File: src/rtl/uart_rx_loader.sv
// uart_rx_loader: receives 8N1 UART bytes from the host and loads them
// sequentially into the kernel BRAM (first KERNEL_LEN bytes) and then the
// image BRAM (next IMAGE_LEN bytes), raising sticky completion flags.
//
// Ports:
//   clk            system clock
//   reset          asynchronous, active-high reset
//   rx             UART serial input (idle high, asynchronous to clk)
//   kernel_we      one-cycle write strobe to the kernel BRAM
//   image_we       one-cycle write strobe to the image BRAM
//   wr_addr        write address shared by both BRAMs
//   wr_data        received byte
//   kernel_loaded  sticky: all kernel bytes written
//   image_loaded   sticky: all image bytes written
//   frame_err      sticky: a stop bit was sampled low
module uart_rx_loader #(
  parameter int unsigned CLKS_PER_BIT = 868,
  parameter int unsigned KERNEL_LEN   = 9,
  parameter int unsigned IMAGE_LEN    = 16384,
  parameter int unsigned ADDR_W       = 16
) (
  input  logic              clk,
  input  logic              reset,
  input  logic              rx,
  output logic              kernel_we,
  output logic              image_we,
  output logic [ADDR_W-1:0] wr_addr,
  output logic [7:0]        wr_data,
  output logic              kernel_loaded,
  output logic              image_loaded,
  output logic              frame_err
);

  localparam int unsigned CNT_W = (CLKS_PER_BIT > 1) ? $clog2(CLKS_PER_BIT) : 1;
  localparam int unsigned HALF  = CLKS_PER_BIT / 2;

  typedef enum logic [2:0] {
    RX_IDLE,
    RX_START,
    RX_DATA,
    RX_STOP,
    RX_RECOVER
  } rx_state_t;

  typedef enum logic [1:0] {
    PH_KERNEL,
    PH_IMAGE,
    PH_DONE
  } phase_t;

  // 2-FF synchroniser, idles high so reset never looks like a start bit
  logic rx_meta;
  logic rx_s;

  always_ff @(posedge clk or posedge reset) begin
    if (reset) begin
      rx_meta <= 1'b1;
      rx_s    <= 1'b1;
    end else begin
      rx_meta <= rx;
      rx_s    <= rx_meta;
    end
  end

  // ---------------- RX FSM ----------------
  rx_state_t        rx_state_q, rx_state_n;
  logic [CNT_W-1:0] baud_q, baud_n;
  logic [2:0]       bit_q, bit_n;
  logic [7:0]       shift_q, shift_n;
  logic             frame_err_n;
  logic             byte_valid_c;
  logic             tick_c;

  assign tick_c = (baud_q == CNT_W'(CLKS_PER_BIT - 1));

  always_ff @(posedge clk or posedge reset) begin
    if (reset) begin
      rx_state_q <= RX_IDLE;
      baud_q     <= '0;
      bit_q      <= '0;
      shift_q    <= '0;
      frame_err  <= 1'b0;
    end else begin
      rx_state_q <= rx_state_n;
      baud_q     <= baud_n;
      bit_q      <= bit_n;
      shift_q    <= shift_n;
      frame_err  <= frame_err_n;
    end
  end

  always_comb begin
    rx_state_n   = rx_state_q;
    baud_n       = baud_q;
    bit_n        = bit_q;
    shift_n      = shift_q;
    frame_err_n  = frame_err;
    byte_valid_c = 1'b0;

    case (rx_state_q)
      RX_IDLE: begin
        baud_n = '0;
        bit_n  = '0;
        if (!rx_s) rx_state_n = RX_START;
      end

      // Mid-start-bit check rejects short glitches
      RX_START: begin
        if (baud_q == CNT_W'(HALF - 1)) begin
          baud_n     = '0;
          rx_state_n = rx_s ? RX_IDLE : RX_DATA;
        end else begin
          baud_n = baud_q + 1'b1;
        end
      end

      RX_DATA: begin
        if (tick_c) begin
          baud_n  = '0;
          shift_n = {rx_s, shift_q[7:1]};
          bit_n   = bit_q + 1'b1;
          if (bit_q == 3'd7) rx_state_n = RX_STOP;
        end else begin
          baud_n = baud_q + 1'b1;
        end
      end

      // Leaving at mid-stop lets a back-to-back start bit be caught
      RX_STOP: begin
        if (tick_c) begin
          baud_n = '0;
          if (rx_s) begin
            byte_valid_c = 1'b1;
            rx_state_n   = RX_IDLE;
          end else begin
            frame_err_n = 1'b1;
            rx_state_n  = RX_RECOVER;
          end
        end else begin
          baud_n = baud_q + 1'b1;
        end
      end

      // Wait out a break so it never produces bytes
      RX_RECOVER: begin
        baud_n = '0;
        if (rx_s) rx_state_n = RX_IDLE;
      end

      default: rx_state_n = RX_IDLE;
    endcase
  end

  // ---------------- Loader FSM ----------------
  phase_t            phase_q, phase_n;
  logic [ADDR_W-1:0] count_q, count_n;
  logic              kernel_we_n;
  logic              image_we_n;
  logic [ADDR_W-1:0] wr_addr_n;
  logic [7:0]        wr_data_n;
  logic              kernel_loaded_n;
  logic              image_loaded_n;

  always_ff @(posedge clk or posedge reset) begin
    if (reset) begin
      phase_q       <= PH_KERNEL;
      count_q       <= '0;
      kernel_we     <= 1'b0;
      image_we      <= 1'b0;
      wr_addr       <= '0;
      wr_data       <= '0;
      kernel_loaded <= 1'b0;
      image_loaded  <= 1'b0;
    end else begin
      phase_q       <= phase_n;
      count_q       <= count_n;
      kernel_we     <= kernel_we_n;
      image_we      <= image_we_n;
      wr_addr       <= wr_addr_n;
      wr_data       <= wr_data_n;
      kernel_loaded <= kernel_loaded_n;
      image_loaded  <= image_loaded_n;
    end
  end

  always_comb begin
    phase_n         = phase_q;
    count_n         = count_q;
    kernel_we_n     = 1'b0;
    image_we_n      = 1'b0;
    wr_addr_n       = wr_addr;
    wr_data_n       = wr_data;
    kernel_loaded_n = kernel_loaded;
    image_loaded_n  = image_loaded;

    if (byte_valid_c) begin
      case (phase_q)
        PH_KERNEL: begin
          kernel_we_n = 1'b1;
          wr_addr_n   = count_q;
          wr_data_n   = shift_q;
          if (count_q == ADDR_W'(KERNEL_LEN - 1)) begin
            kernel_loaded_n = 1'b1;
            count_n         = '0;
            phase_n         = PH_IMAGE;
          end else begin
            count_n = count_q + 1'b1;
          end
        end

        PH_IMAGE: begin
          image_we_n = 1'b1;
          wr_addr_n  = count_q;
          wr_data_n  = shift_q;
          if (count_q == ADDR_W'(IMAGE_LEN - 1)) begin
            image_loaded_n = 1'b1;
            phase_n        = PH_DONE;
          end else begin
            count_n = count_q + 1'b1;
          end
        end

        // Load complete: bytes are received and discarded
        default: ;
      endcase
    end
  end

endmodule

File: config.mk
export PLATFORM = sky130hd
export DESIGN_NAME = uart_rx_loader
export DESIGN_NICKNAME = d
export VERILOG_FILES = /design/src/rtl/uart_rx_loader.sv
export SDC_FILE = /design/constraint.sdc
export NUM_CORES = 1
export LEC_CHECK = 0
export CORE_AREA = 3 3 97 99
export CTS_CLUSTER_DIAMETER = 100
export CTS_CLUSTER_SIZE = 10
export DETAILED_ROUTE_END_ITERATION = 8
export DIE_AREA = 0 0 100 102
export DONT_BUFFER_PORTS = 1
export PLACE_DENSITY = 0.64
export SETUP_SLACK_MARGIN = 0.1
export SYNTH_ARGS = -nofsm -noshare
export SYNTH_HDL_FRONTEND = slang
export SYNTH_SLANG_ARGS = --single-unit
File: constraint.sdc
create_clock -name clk -period 3.3 [get_ports clk]
set_input_delay 0.165 -clock clk [delete_from_list [all_inputs] [get_ports clk]]
set_output_delay 0.165 -clock clk [all_outputs]
set_load 0.01 [all_outputs]
==> run metrics <==
GP Congestion 0.877; reg2reg setup slack between 1000 and 1500 ps; first-pass GRT wire length 12.7 mm; antenna fix cells 0; via count 2643; Pleak 1.73 nW; Hold Buf Count CTS 2; synth unique cells 66; Worst setup EP type flop; share of cells above drive strength 1 9.94%; status finished clean; Slew Limit Fails 0; DR vias/cell ~5.6; crit path to count_q[11]$_DFFE_PP0P_; DRT Wirelength 7.45 mm; Layout Nets 366; DP Wirelength 5.12 mm; Hold Crit Class input pin to flop; worst-path fanout max 17; 1st-iter DRT viols 134; sequential cell area 1830 µm²; placed cell area 3670 µm²; Worst Skew 8.13 ps; Rel. slew slack 43.0%; peak supply drop 192 µV; Detail Route Antenna Nets 0; RR Startpoint rx_state_q[1]$_DFFE_PP0P_; Clock Path Buffers 2; ys async rst share 100%; grt ovf 0; antenna violations before repair 0; clock buffer count from CTS 9; Filler Cell Count just over 800; critical path startpoint category flop; CTS tree built; final setup vio count 0; clock-pin slew on the worst setup and hold paths 70 ps; Die Wd 100 µm; vias in the first global route between 2000 and 3000; pin count of the biggest net entering global routing 40; period utilisation layout 69.7%; Multi-input gate area 1640 µm²; fin area 3880 µm²; CP delay by family, top simple AND/OR/NAND/NOR gates; Tmin final 2300 ps; unrepaired setup endpoints after global routing no; R2R Path End count_q[11]$_DFFE_PP0P_; number of warning messages in the yosys log 0; # IOs 32; Hold Fails Final Rpt 0; Routed WL per cell 15.9 µm; Sink Count 73; Cell Rows 34; buffers added on ports 0; WS Path Type flop to flop; max-cap violations 0; Die Height 102 µm; sequential area share after synthesis 50.7%; Crit path required time 3530 ps; Critical Path Stages 5; Slowest cell on crit path dfrtp_1; GRT Total Usage between 10% and 20%; Mapped Area approximately 3600 µm²; area delta synth->final 7.64%; Cells after Synth between 300 and 400; total negative slack 0 ps; Core Box Area around 8600 µm²; Root Buffer clkbuf_8; CP arrival 2530 ps; Die ar. 10200 µm²; prevailing post-synth register cell dfrtp_1; FMAX ~430 MHz; worst r2r path cells 5; CP Launch Point rx_state_q[1]$_DFFE_PP0P_; post-CTS resize count 0; Post-Syn Area per Cell about 10 µm²; Post-CTS Setup Bufs 0; worst-margin pin slew 853 ps; DRC 0; Buffers & Inverters on Critical Path 1; PwrDens 406 nW/µm²; number of synthesized register bits 73; number of enable flip-flop cells after synthesis 0; htree depth 3; Clk Latency, worst-skew pair 350 ps; syn nets 370; TritonRoute pass-1 iters 4; CP max stage delay 650 ps; cells along the critical path nand4b_1 > nor4b_4 > buf_4 > o211a_1 > a2bb2oi_1; Initial Util 41.7%
worst min-delay path by stage:
stage                         to  cells past startpoint  startpoint  slack (ps)
2_1_floorplan  rx_meta$_DFF_PP1_                      0          rx         170
3_3_place_gp   rx_meta$_DFF_PP1_                      0          rx         170
3_5_place_dp   rx_meta$_DFF_PP1_                      0          rx         170
4_1_cts        rx_meta$_DFF_PP1_                      1          rx         340
5_1_grt        rx_meta$_DFF_PP1_                      1          rx         340
6_report       rx_meta$_DFF_PP1_                      1          rx         360
routing by layer:
metal / part of all wire, % / track usage (%) / wire length, µm
met1: 47 / 20.4 / 3490
met2: 47 / 24.4 / 3520
met3: 4.9 / 4.91 / 363
met4: 1.1 / 4.66 / 84
met5: 0 / 0 / 0
through the flow:
stage	instances	total power, mW	hold WS (ps)	setup WS, ps	utilization, %
floorplan	361	0.928	169	1290	-
finish	470	1.57	358	1000	44.9
global route	470	1.63	344	729	44.9
detailed placement	452	0.935	170	1020	42.6
global placement	452	0.934	170	1140	42.6
CTS	470	1.59	343	1000	44.9
cells by family (layout without fill, tap and decap cells):
group / count (synthesis) / count (layout) / share of synthesized area (%)
and+or+nand+nor: 171 / 171 / 26.5
DFF: 73 / 73 / 50.7
AOI/OAI and AO/OA: 59 / 59 / 11.4
buffers and inverters: 32 / 33 / 3.78
xor gates and xnor gates: 10 / 10 / 2.43
muxes: 10 / 10 / 3.05
adders and majority gates: 6 / 6 / 2.08
power breakdown:
| part | total [mW] | switching [mW] | internal, mW |
|---|---|---|---|
| Clock | 0.657 | 0.323 | 0.334 |
| Sequential | 0.898 | 0.00133 | 0.896 |
| Combinational | 0.0199 | 0.0173 | 0.00256 |
registers in the layout (all words and copies together) (netlist names), 2 cells and up:
| name | count |
|---|---|
| phase_q | 2 |
| wr_data | 8 |
| bit_q | 3 |
| count_q | 16 |
| shift_q | 8 |
| wr_addr | 16 |
| baud_q | 10 |
| rx_state_q | 3 |
cell type report:
cell class | count | share of cell area, %
sequential | 73 | 47.1
multi-input combinational | 256 | 42.2
timing repair buffer | 6 | 1.29
tap | 108 | 3.48
clock inverter | 2 | 0.322
clock buffer | 14 | 4.45
inverter | 11 | 1.06
layout by cell type, fill, tap and decap left out, types with 6 or more instances in the layout:
| master | netlist | routed |
|---|---|---|
| clkbuf_8 | 0 | 12 |
| nor2_1 | 6 | 6 |
| a21oi_1 | 6 | 6 |
| nor3_1 | 8 | 8 |
| o21ai_0 | 7 | 7 |
| and2_1 | 6 | 6 |
| or3_1 | 6 | 6 |
| ha_1 | 6 | 6 |
| nand3_1 | 16 | 16 |
| dfrtp_1 | 71 | 71 |
| o21ai_1 | 12 | 12 |
| nand4_1 | 13 | 13 |
| nand2_1 | 75 | 75 |
| inv_1 | 11 | 10 |
synthesized netlist by cell type (all sizes together) (2+ instances only):
master | instances | area, µm²
ha | 6 | 75.1
or4 | 2 | 18.8
xnor2 | 5 | 43.8
a21oi | 6 | 30.0
a221oi | 2 | 17.5
nor2 | 6 | 22.5
dfstp | 2 | 52.6
dfrtp | 71 | 1780
nor4b | 6 | 80.1
nor4 | 6 | 52.6
o22a | 2 | 17.5
mux2i | 2 | 20.0
o21ai | 19 | 95.1
or2 | 4 | 25.0
clkbuf | 13 | 48.8
mux2 | 8 | 90.1
and4b | 2 | 20.0
nand4 | 14 | 103
and2 | 6 | 37.5
o211ai | 4 | 30.0
nand3 | 17 | 90.1
inv | 11 | 41.3
xor2 | 5 | 43.8
nand4b | 2 | 17.5
buf | 8 | 46.3
a21o | 2 | 15.0
o31ai | 3 | 22.5
nor3 | 9 | 50.1
nand2 | 75 | 282
a2111oi | 2 | 17.5
o41ai | 2 | 17.5
nor2b | 4 | 25.0
nand2b | 4 | 25.0
and4 | 3 | 26.3
a211oi | 3 | 22.5
or3 | 6 | 37.5
(Power assumes the default switching activity.)
